$ cat config.mk
export PLATFORM = sky130hd
export DESIGN_NAME = mem_access_stage
export DESIGN_NICKNAME = d
export VERILOG_FILES = /design/src/rtl/mem_access_stage.sv
export SDC_FILE = /design/constraint.sdc
export NUM_CORES = 1
export LEC_CHECK = 0
export ABC_AREA = 1
export BUFFER_PORTS_ARGS = -buffer_cell sky130_fd_sc_hd__buf_4
export CORE_MARGIN = 2
export CORE_UTILIZATION = 40
export CTS_BUF_LIST = sky130_fd_sc_hd__clkbuf_2 sky130_fd_sc_hd__clkbuf_4 sky130_fd_sc_hd__clkbuf_8
export DETAILED_ROUTE_END_ITERATION = 10
export MAX_ROUTING_LAYER = met4
export PLACE_DENSITY_LB_ADDON = 0.15
export SETUP_SLACK_MARGIN = 0.2
export SYNTH_ARGS = -nofsm -noshare
export SYNTH_HDL_FRONTEND = slang
export SYNTH_SLANG_ARGS = --single-unit
$ cat constraint.sdc
create_clock -name clk -period 5.2 [get_ports clk]
set_input_delay 1.04 -clock clk [delete_from_list [all_inputs] [get_ports clk]]
set_output_delay 1.04 -clock clk [all_outputs]
set_load 0.05 [all_outputs]
$ cat src/rtl/mem_access_stage.sv
// mem_access_stage
//   EX/MEM boundary of the 5-stage MIPS datapath. Registers the EX result,
//   runs word-wide LW/SW accesses to data memory over a req/ack handshake,
//   stalls EX (ex_ready low) while an access is outstanding, and presents a
//   registered writeback/forwarding bundle to WB and the EX forwarding mux.
//
//   Optional build macro: MEM_MISALIGN_TRAP_EN
//     defined   : LW/SW with a non-word-aligned address raise misalign_exc
//                 instead of accessing memory; wb_data carries the address.
//     undefined : misalign_exc is tied low; address bits [1:0] are dropped.
//
// Ports
//   clk, reset        stage clock, asynchronous active-high reset
//   ex_valid/ex_ready EX offer / stage can accept (ready only in IDLE)
//   flush             discard the instruction currently offered by EX
//   ex_*              EX result bundle (ALU result, store data, rd, ctrl)
//   dmem_*            data memory handshake (req held until ack)
//   wb_*              registered result bundle; wb_valid is a 1-cycle pulse,
//                     the other fields hold between pulses
//   misalign_exc      misaligned-access exception pulse (feature only)
module mem_access_stage #(
   parameter int DATA_W     = 32,
   parameter int REG_ADDR_W = 5
) (
   input  logic                  clk,
   input  logic                  reset,
   input  logic                  ex_valid,
   output logic                  ex_ready,
   input  logic                  flush,
   input  logic [DATA_W-1:0]     ex_alu_result,
   input  logic [DATA_W-1:0]     ex_store_data,
   input  logic [REG_ADDR_W-1:0] ex_rd,
   input  logic                  ex_mem_read,
   input  logic                  ex_mem_write,
   input  logic                  ex_reg_write,
   output logic                  dmem_req,
   output logic                  dmem_we,
   output logic [DATA_W-1:0]     dmem_addr,
   output logic [DATA_W-1:0]     dmem_wdata,
   input  logic [DATA_W-1:0]     dmem_rdata,
   input  logic                  dmem_ack,
   output logic                  wb_valid,
   output logic                  wb_reg_write,
   output logic [REG_ADDR_W-1:0] wb_rd,
   output logic [DATA_W-1:0]     wb_data,
   output logic                  misalign_exc
);

   typedef enum logic {IDLE = 1'b0, WAIT = 1'b1} state_t;

   state_t                  state;
   state_t                  state_nxt;
   logic                    accept;
   logic                    is_mem;
   logic                    misaligned;
   logic                    start_access;
   logic [REG_ADDR_W-1:0]   rd_p0;
   logic                    reg_write_p0;

   function automatic logic [DATA_W-1:0] word_align(input logic [DATA_W-1:0] addr);
      return {addr[DATA_W-1:2], 2'b00};
   endfunction

   assign ex_ready = (state == IDLE);
   assign accept   = ex_valid & ex_ready & ~flush;
   // Both mem_read and mem_write high behaves as a store (dmem_we follows mem_write).
   assign is_mem   = ex_mem_read | ex_mem_write;

`ifdef MEM_MISALIGN_TRAP_EN
   assign misaligned = |ex_alu_result[1:0];
`else
   assign misaligned = 1'b0;
`endif

   assign start_access = accept & is_mem & ~misaligned;

   always_ff @(posedge clk or posedge reset) begin
      if (reset) state <= IDLE;
      else       state <= state_nxt;
   end

   always_comb begin
      state_nxt = state;
      case (state)
         IDLE:    if (start_access) state_nxt = WAIT;
         WAIT:    if (dmem_ack)     state_nxt = IDLE;
         default: state_nxt = IDLE;
      endcase
   end

   // EX/MEM boundary: memory request launch, completion and result bundle
   always_ff @(posedge clk or posedge reset) begin
      if (reset) begin
         dmem_req     <= 1'b0;
         dmem_we      <= 1'b0;
         dmem_addr    <= '0;
         dmem_wdata   <= '0;
         wb_valid     <= 1'b0;
         wb_reg_write <= 1'b0;
         wb_rd        <= '0;
         wb_data      <= '0;
         rd_p0        <= '0;
         reg_write_p0 <= 1'b0;
      end else begin
         wb_valid <= 1'b0;
         if (start_access) begin
            dmem_req     <= 1'b1;
            dmem_we      <= ex_mem_write;
            dmem_addr    <= word_align(ex_alu_result);
            dmem_wdata   <= ex_store_data;
            rd_p0        <= ex_rd;
            // Stores never write the register file.
            reg_write_p0 <= ex_reg_write & ~ex_mem_write;
         end else if (accept) begin
            // ALU result, or (trap build) a faulting memory op whose
            // address is reported in wb_data with the write suppressed.
            wb_valid     <= 1'b1;
            wb_rd        <= ex_rd;
            wb_data      <= ex_alu_result;
            wb_reg_write <= ex_reg_write & ~is_mem;
         end
         // flush is deliberately not consulted: an issued access always completes.
         if (state == WAIT && dmem_ack) begin
            dmem_req     <= 1'b0;
            wb_valid     <= 1'b1;
            wb_rd        <= rd_p0;
            wb_reg_write <= reg_write_p0;
            if (!dmem_we) wb_data <= dmem_rdata;
         end
      end
   end

`ifdef MEM_MISALIGN_TRAP_EN
   always_ff @(posedge clk or posedge reset) begin
      if (reset) misalign_exc <= 1'b0;
      else       misalign_exc <= accept & is_mem & misaligned;
   end
`else
   assign misalign_exc = 1'b0;
`endif

endmodule
[After elaboration in Yosys (flattened, before gate mapping)]
Index checks and enable logic that the tools add are counted.
Operators by class
  equal/unequal tests: 1
  multiplexer cells: 18
  bitwise gates (word level): 10
  reduce and logical (&&, ||, !) cells: 4
Operators by type and width (number)
  $mux 32: 4
  $mux 5: 3
  $mux 1: 10
  $and 1x1->1: 5
  $not 1->1: 4
  $reduce_bool 2->1: 2
  $ne 2x1->1 const B: 1
  $pmux 1 s2: 1
  $reduce_and 2->1: 1
  $logic_and 1x1->1: 1
  $or 1x1->1: 1
Word-level totals
  bits in registers: 110
  output and inout port bits: 107

[Longest topological paths before layout]
Gate-level depths: netlist of the first run.
  word-level depth: 7
  depth in mapped cells: 8
  mapped depth without buffers: 6

[Worst setup path before layout of the first run]
Ideal clock, no wire load.
  path kind: in2reg
  start point: in flush
  end point: reg dmem_addr[10]
  arrival: 1.906 ns
  required time: 5.070 ns
  path slack: 3.163 ns
  cell stages on the path: 8
  path buffers: 2
  cell sequence: nor2_4 > nand2_2 > nor2_4 > inv_2 > buf_6 > buf_2 > nand2_1 > o21ai_1
Between the ends
  longest elaborated chain between the ends: 3
RTL lines
  start: declaration: RTL line 29  | input logic flush,
  $not 1->1: RTL line 65  | assign accept = ex_valid & ex_ready & ~flush;
  $and 1x1->1: RTL line 65
  $and 1x1->1: RTL line 75  | assign start_access = accept & is_mem & ~misaligned;
  end signal: assignment: RTL line 109  | dmem_addr <= word_align(ex_alu_result);
  end: declaration: RTL line 38  | output logic [DATA_W-1:0] dmem_addr,
No other way between the ends.
A chain may end at the register's enable or synchronous reset.

[Worst setup path after layout of the first run]
  start point: in flush
  end point: reg dmem_addr[7]
The elaborated chain is that of the path after synthesis.

==> results.md, run 1 <==
- Status: completed
- Area of the multi-input gates: 0.00162 mm^2
- Unrepaired setup endpoints after global routing: false
- Placed inst area: 0.00650 mm^2
- Final design utilization: 56.1%
- Area contributors post-synth: dfrtp_1, nand2_1, inv_1
- Drt initial violations: 316
- Worst setup path startpoint: flush
- Unique masters post-synth: 19
- Clock group share of total power: 15.9%
- DR vias/cell: 4.74
- Count leader, synth: nand2_1
- DRT antenna net count: 0
- Setup bufs post-CTS: 0
- Fin area: 0.00669 mm^2
- Ant diodes: 0
- Post-synthesis sequential area ratio: 56.7%
- Clock Path Buffers: 2
- Cells after DPL: 932
- H-Tree Level Count: 3
- Area Growth Syn to Fin: 37.8%
- Cell Chain, Critical Path: buf_4, nor2_4, nand2_2, nor2_4, buf_4, inv_2, buf_4, nand2_1, o21ai_1
- Leak pwr: 3.84 nW
- Psw: 1.48 mW
- DP Wirelength: 9.41 mm
- Initial antenna violation count: 0
- Reg area: 0.00275 mm^2
- CP Capture Type: flop
- CP max stage cell: nor2_4
- Fraction of power spent switching nets: 46.1%
- Ys Warns: 0
- Max_cap viols: 0
- DR vias: 4484
- Final net count: 905
- Fin crit share: 63.4%
- Critical path class: in -> reg
- Total grt overflow: 0
- Slowest stage delay, CP: 0.67 ns
- Worst slew pin tran: 1.08 ns
- Fillers: 1116
- CTS Root Cell: clkbuf_8
- Finished Layout Cells: 946
- CTS buffer count: 9
- Clock skew: 0.00835 ns
- Ys flop type: dfrtp_1
- WP data required: 5.47 ns
- DRC: 0
- Effective utilization at floorplan: 40.7%
- Cell Pwr Density: 481 mW/mm^2
- Ys async rst share: 100%
- Final wirelength: 13.4 mm
- Crit path top cell by count: buf_4
- Hold Violations, Final: 0
- Worst hold path type: reg -> reg
- Final Critical Period: 3.30 ns
- Worst reg2reg path startpoint: state
- Drt pass-1 iters: 5
- Peak VDD IR: 240 uV
- Vias in the first global route: 4220
- Rows: 40
- WP data arrival: 3.57 ns
- Die Wd: 114 um
- CTS-repair resized insts: 0
- Worst hold start: dmem_wdata[4]
- Syn Std Cell Area: 0.00485 mm^2
- TritonCTS clock tree: done
- GR Util All Layers: 21.3%
- Chip height: 114 um
- Finish-stage setup viols: 0
- Fmax: 303 MHz
- Min Hold Slack: 0.481 ns
- Combinational share of power: 47.1%
- Clock Latency Late Sink: 0.38 ns
- Post-CTS Hold Buffers: 0
- Cell accounting for the most synthesized area: dfrtp_1
- Routed len/inst: 14.1 um
- Slew Limit Fails: 0
- Layout cells sized above 1: 29.9%
- Die ar.: 0.0130 mm^2
- Register share of total power: 37.0%
- Number of synthesized flops with an enable pin: 0
- Slew HR: 27.6%
- First-pass GRT wire length: 21.1 mm
- Setup slack at placement: 1.50 ns
- Startpoint Class: input pin
- Post-synth top area share: 56.7%
- Largest net degree at the start of global routing: 75
- Total negative slack: 0 ns
- Final WS setup: 1.90 ns
- Total power: 3.22 mW
- Crit-path max FO: 67
- Number of buffers added on ports: 212
- Number of synthesized register bits: 110
- Syn Inst Count: 602
- Top cells by count, synth: nand2_1, dfrtp_1, inv_1
- Core area: 0.0119 mm^2
- Clock Pin Slew Worst Setup and Hold Paths: 0.10 ns
- Io pins: 216
- Internal Power: 1.73 mW
- Mean Syn Cell Area: 8.06 um^2
- Clock sinks: 110
- RD Place Congestion: 0.836
==> per-layer routing <==
metal / up-vias / part of all wire, % / global-route usage (%)
li1: 2226 / - / -
met1: 2050 / 45 / 27.8
met2: 192 / 47 / 33.5
met3: 16 / 6.7 / 3.97
met4: 0 / 1.7 / 7.64
met5: - / 0 / -
==> cell usage in the layout, fill, tap and decap left out <==
cell	count
bufinv_16	1
inv_2	1
inv_4	1
nor2_2	1
o21a_1	1
conb_1	3
nand3_1	34
nor2_1	13
nand4_1	32
dfrtp_1	110
buf_4	217
o21ai_1	21
clkinv_2	2
o21ai_0	22
inv_1	82
clkbuf_8	10
clkinv_4	1
a21oi_1	1
nand2_1	241
nor2_4	3
nand2_2	2
==> power by group through the flow <==
stage | sequential [mW] | combinational [mW] | clock, mW
global route | 1.22 | 1.60 | 0.560
global placement | 1.20 | 1.50 | 0
detailed placement | 1.21 | 1.52 | 0
finish | 1.19 | 1.51 | 0.511
floorplan | 1.91 | 0.306 | 0
CTS | 1.19 | 1.53 | 0.526
==> sequential cells by signal (all words and copies together) (netlist names) <==
| signal | flops |
|---|---|
| dmem_req | 1 |
| rd_p0 | 5 |
| wb_valid | 1 |
| reg_write_p0 | 1 |
| wb_rd | 5 |
| state | 1 |
| dmem_we | 1 |
| dmem_addr | 30 |
| wb_data | 32 |
| wb_reg_write | 1 |
| dmem_wdata | 32 |
==> path summary, 6_finish.rpt <==
check / endpoint / slack [ns] / depth (start not counted)
max in group asynchronous: dmem_wdata[22] / 3.30 / 3
hold / removal: dmem_wdata[4] / 0.48 / 2
hold reg to reg: dmem_wdata[4] / 0.48 / 2
min in group asynchronous: dmem_we / 0.86 / 2
setup reg to reg: dmem_addr[7] / 2.24 / 8
setup / recovery: dmem_addr[7] / 1.90 / 9
==> kinds of logic (layout without fill, tap and decap cells) <==
kind of cell,count (synthesis),count (layout),share of synthesized area (%)
and+or+nand+nor,326,326,28.4
buffers and inverters,120,315,10.1
DFF,110,110,56.7
AOI/OAI and AO/OA,45,45,4.69
other,1,3,0.0773
==> worst max-delay path: cells and delay by family <==
kind | cells | cell delay (ns)
compound gates | 1 | 0.06
buf+inv | 4 | 1.42
simple gates | 4 | 1.03
==> cell type report <==
class	count	area share [%]
clock buffer	10	2.06
clock inverter	4	0.730
inverter	84	4.75
multi-input combinational	374	24.2
sequential	110	41.2
tap	147	2.75
timing repair buffer	217	24.4
No activity file was read; power rests on OpenSTA's default activity.
==> run 2: changes to the inputs <==
==> constraint.sdc (replaced) <==
create_clock -name clk -period 3.2 [get_ports clk]
set_input_delay 0.64 -clock clk [delete_from_list [all_inputs] [get_ports clk]]
set_output_delay 0.64 -clock clk [all_outputs]
set_load 0.05 [all_outputs]
==> results.md, run 2 (same netlist as run 1, synthesis figures left out) <==
- GR Util All Layers: 21.7% (+0.44 points)
- Peak VDD IR: 375 uV (+56%)
- Initial antenna violation count: 0 (unchanged)
- Critical path class: reg -> reg
- Layout cells sized above 1: 30.3% (+0.44 points)
- Die Wd: 114 um (unchanged)
- Drt pass-1 iters: 4 (-1)
- Fin area: 0.00678 mm^2 (+1.4%)
- DRC: 0 (unchanged)
- Fmax: 530 MHz
- Hold Violations, Final: 0 (unchanged)
- Leading cell type in the layout, fill and taps excluded: nand2_1
- Slew HR: 22.8% (-4.8 points)
- CTS buffer count: 9 (unchanged)
- DRT antenna net count: 0 (unchanged)
- Final wirelength: 13.5 mm (+0.96%)
- Largest net degree at the start of global routing: 69 (-8.0%)
- Chip height: 114 um (unchanged)
- Die ar.: 0.0130 mm^2 (unchanged)
- Status: completed
- Vias in the first global route: 4376 (+3.7%)
- Crit-path max FO: 32 (-52%)
- DR vias: 4432 (-1.2%)
- Total power: 5.34 mW (+66%)
- Area Growth Syn to Fin: 39.7%
- Effective utilization at floorplan: 40.7% (unchanged)
- CTS Root Cell: clkbuf_8
- Leak pwr: 3.87 nW (+0.75%)
- DR vias/cell: 4.66 (-1.7%)
- Worst slew pin tran: 1.16 ns (+0.0716 ns)
- Clock Pin Slew Worst Setup and Hold Paths: 0.10 ns (about the same)
- Ant diodes: 0 (unchanged)
- Unrepaired setup endpoints after global routing: false
- Rows: 40 (unchanged)
- Setup bufs post-CTS: 0 (unchanged)
- Cell Pwr Density: 788 mW/mm^2 (+64%)
- Fin crit share: 59.0%
- Startpoint Class: flop
- Commonest cells after routing, fill and taps aside: nand2_1, buf_4, dfrtp_1, inv_1, nand3_1
- RD Place Congestion: 0.822 (-1.7%)
- Finish-stage setup viols: 0 (unchanged)
- Clock Latency Late Sink: 0.36 ns (-0.02 ns)
- Clock Path Buffers: 2 (unchanged)
- Combinational share of power: 46.3% (-0.8 points)
- CP Capture Type: flop
- Total grt overflow: 0 (unchanged)
- Final Critical Period: 1.89 ns
- Number of buffers added on ports: 212 (unchanged)
- Fraction of power spent switching nets: 45.3% (-0.79 points)
- Regs by FF count: dmem_wdata (32), wb_data (32), dmem_addr (30)
- Core area: 0.0119 mm^2 (unchanged)
- H-Tree Level Count: 3 (unchanged)
- Io pins: 216 (unchanged)
- Drt initial violations: 215 (-32%)
- Clock group share of total power: 17.6% (+1.7 points)
- Clock sinks: 110 (unchanged)
- DP Wirelength: 9.36 mm (-0.55%)
- Psw: 2.42 mW (+63%)
- Clock skew: 0.00603 ns (-0.00233 ns)
- Final net count: 908 (+0.33%)
- TritonCTS clock tree: done
- CTS-repair resized insts: 0 (unchanged)
- Internal Power: 2.92 mW (+68%)
- WP data arrival: 2.19 ns (-1.38 ns)
- Slew Limit Fails: 0 (unchanged)
- WP data required: 3.50 ns (-1.97 ns)
- Worst hold path type: in -> async
- First-pass GRT wire length: 21.7 mm (+3.1%)
- Max_cap viols: 0 (unchanged)
- Total negative slack: 0 ns (unchanged)
- Placed inst area: 0.00655 mm^2 (+0.83%)
- Routed len/inst: 14.2 um (+0.43%)
- Register share of total power: 36.1% (-0.9 points)
- Fillers: 1116 (unchanged)
- Post-CTS Hold Buffers: 0 (unchanged)
-- run 2: critical path: stages, from the launching register on --
cell	delay, ns
dfrtp_1	0.44
nand2_2	0.22
nor2_4	0.05
inv_1	0.82
nand3_1	0.18
nand2_1	0.10
-- run 2: final cells by class --
class,instances,area (um^2),area share (%)
clock buffer,11,145,2.14
inverter,84,319,4.71
multi-input combinational,374,1620,23.9
tap,147,184,2.71
clock inverter,5,82.6,1.22
timing repair buffer,220,1680,24.7
sequential,110,2750,40.6
-- run 2: path summary, 6_finish.rpt --
check / start / endpoint / depth (start not counted) / slack, ns
setup / recovery: state / wb_data[2] / 5 / 1.31
hold / removal: reset / dmem_wdata[13] / 2 / 0.32
setup reg to reg: state / wb_data[2] / 5 / 1.31
hold reg to reg: dmem_wdata[30] / dmem_wdata[30] / 2 / 0.48
max in group asynchronous: reset / dmem_addr[31] / 3 / 2.09
min in group clk: dmem_rdata[14] / wb_data[14] / 3 / 0.47
-- run 2: per-stage QoR --
step                      setup slack [ns]  instances  hold slack, ns  util (%)
after floorplan                       1.23        604           0.505         -
after global placement                1.05        935           0.454      55.0
after detailed placement              1.01        935           0.464      55.0
after CTS                             1.31        951           0.320      56.9
after global routing                  1.09        951           0.338      56.9
final                                 1.31        951           0.320      56.9
-- run 2: per-layer routing --
metal	GRT usage, %	wire length, um	vias up
met5	-	0	-
met4	7.80	216	0
met3	3.12	737	15
met2	32.9	6340	151
met1	30.0	6210	2033
li1	-	-	2233
-- run 2: power by group through the flow --
stage	clock, mW	sequential (mW)	combinational [mW]
final	0.941	1.93	2.47
after global routing	1.02	1.97	2.62
after CTS	0.967	1.93	2.49
after detailed placement	0	1.95	2.49
after global placement	0	1.94	2.47
after floorplan	0	3.11	0.497
==> run 3: changes to the inputs <==
==> constraint.sdc (replaced) <==
create_clock -name clk -period 1.9 [get_ports clk]
set_input_delay 0.38 -clock clk [delete_from_list [all_inputs] [get_ports clk]]
set_output_delay 0.38 -clock clk [all_outputs]
set_load 0.05 [all_outputs]
==> results.md, run 3 (same netlist as run 1, synthesis figures left out) <==
- Critical path class: reg -> reg
- DRC: 0 (unchanged)
- Max_cap viols: 0 (unchanged)
- Crit-path max FO: 18 (-44%)
- Setup slack at placement: 0.268 ns (-0.747 ns)
- Vias in the first global route: 4420 (+1.0%)
- CP max stage cell: dfrtp_1
- Final WS setup: 0.408 ns (-0.904 ns)
- Drt pass-1 iters: 5 (+1)
- Leak pwr: 3.92 nW (+1.2%)
- Clock sinks: 110 (unchanged)
- Min Hold Slack: 0.123 ns (-0.197 ns)
- Slew Limit Fails: 0 (unchanged)
- First-pass GRT wire length: 21.5 mm (-1.0%)
- DP Wirelength: 9.74 mm (+4.1%)
- Final wirelength: 13.6 mm (+0.70%)
- Fraction of power spent switching nets: 45.1% (-0.13 points)
- Clock Latency Late Sink: 0.39 ns (+0.03 ns)
- Io pins: 216 (unchanged)
- Crit path buf inv count: 1 (unchanged)
- Placed inst area: 0.00661 mm^2 (+0.92%)
- Core area: 0.0119 mm^2 (unchanged)
- WP data required: 2.22 ns (-1.28 ns)
- Final net count: 916 (+0.88%)
- Commonest cells after routing, fill and taps aside: nand2_1, buf_4, dfrtp_1, inv_1, nand3_1
- Rows: 40 (unchanged)
- Reg area: 0.00275 mm^2 (unchanged)
- Setup bufs post-CTS: 0 (unchanged)
- Cell Chain, Critical Path: nor2_4, nand3_1, buf_4, nand2_1, nand3_1, nand2_1
- Total grt overflow: 0 (unchanged)
- Finished Layout Cells: 959 (+0.84%)
- Area of the multi-input gates: 0.00162 mm^2 (+0.15%)
- Final design utilization: 57.4% (+0.48 points)
- Fin area: 0.00684 mm^2 (+0.85%)
- Hold Violations, Final: 0 (unchanged)
- Die ar.: 0.0130 mm^2 (unchanged)
- Clock Path Buffers: 2 (unchanged)
- Cells after DPL: 943 (+0.86%)
- Worst R2R Path Depth: 6 (+1)
- Total negative slack: 0 ns (unchanged)
- Fin crit share: 78.5% (+20 points)
- Fillers: 1106 (-0.90%)
- Internal Power: 4.95 mW (+69%)
- CTS Root Cell: clkbuf_8
- Reg2Reg Setup Slack: 0.41 ns (-0.90 ns)
- Routed len/inst: 14.2 um (-0.14%)
- Drt initial violations: 185 (-14%)
- Combinational share of power: 46.3% (about the same)
- Finish-stage setup viols: 0 (unchanged)
- Fmax: 670 MHz (+27%)
- Final Critical Period: 1.49 ns (-0.396 ns)
- RD Place Congestion: 0.831 (+1.2%)
- Register share of total power: 36.0% (about the same)
- GR Util All Layers: 21.7% (about the same)
- Startpoint Class: flop
- Initial antenna violation count: 0 (unchanged)
- CP Capture Type: flop
- TritonCTS clock tree: done
- Clock Pin Slew Worst Setup and Hold Paths: 0.10 ns (about the same)
- Layout cells sized above 1: 31.2% (+0.81 points)
- Regs by FF count: dmem_wdata (32), wb_data (32), dmem_addr (30)
- Die Wd: 114 um (unchanged)
- Slowest stage delay, CP: 0.44 ns (-0.38 ns)
- Area Growth Syn to Fin: 40.9%
- Number of buffers added on ports: 212 (unchanged)
- Post-CTS Hold Buffers: 0 (unchanged)
- Unrepaired setup endpoints after global routing: false
- Psw: 4.07 mW (+68%)
- Leading cell type in the layout, fill and taps excluded: nand2_1
- Worst hold path type: in -> async
- WP data arrival: 1.81 ns (-0.38 ns)
- DR vias/cell: 4.66 (about the same)
- CTS buffer count: 9 (unchanged)
- Chip height: 114 um (unchanged)
- Effective utilization at floorplan: 40.7% (unchanged)
- Worst reg2reg path startpoint: state
- Clock group share of total power: 17.7% (about the same)
- Reg-to-Reg End: wb_data[24]
- Ant diodes: 0 (unchanged)
- Total power: 9.02 mW (+69%)
- Largest net degree at the start of global routing: 80 (+16%)
- DRT antenna net count: 0 (unchanged)
- Clock skew: 0.00983 ns (+0.00381 ns)
- Peak VDD IR: 665 uV (+77%)
- Status: completed
- Family with the most delay on the worst path: simple AND/OR/NAND/NOR gates
- H-Tree Level Count: 3 (unchanged)
- Cell Pwr Density: 1320 mW/mm^2 (+67%)
- DR vias: 4473 (+0.93%)
run 3: area by class of cell:
type,instances,share of cell area (%)
Clock buffer,12,2.23
Multi-Input combinational cell,374,23.7
Tap cell,147,2.69
Sequential cell,110,40.3
Inverter,84,4.67
Timing Repair Buffer,228,25.4
Clock inverter,4,1.02
run 3: timing repair:
item                                    4_1_cts  5_1_grt
gates resized for setup                       0        1
endpoints found under the setup margin        0        6
endpoints found under the hold margin         0        0
run 3: per-layer routing:
layer  up-vias  wire (um)  track usage, %
met4         0        242            7.56
met3        17        901            4.71
met2       134       6420            34.4
met1      2075       6030            27.7
li1       2247          -               -
met5         -          0               -
run 3: power by group through the flow:
stage / registers [mW] / logic, mW / clock network [mW]
after CTS: 3.25 / 4.21 / 1.64
after global placement: 3.28 / 4.17 / 0
after global routing: 3.31 / 4.43 / 1.73
after floorplan: 5.24 / 0.837 / 0
after detailed placement: 3.29 / 4.21 / 0
final: 3.25 / 4.17 / 1.60
run 3: worst max path at each step:
stage | from | endpoint | cells past startpoint
3_3_place_gp | ex_mem_write | state | 7
4_1_cts | state | wb_rd[0] | 6
2_1_floorplan | reset | dmem_addr[10] | 1
5_1_grt | state | wb_rd[0] | 6
3_5_place_dp | ex_mem_write | wb_rd[0] | 7
6_report | state | wb_data[24] | 6
run 3: worst min-delay path, cell delays in order:
cell,delay [ns]
buf_4,0.12
clkinvlp_4,0.08
buf_12,0.36
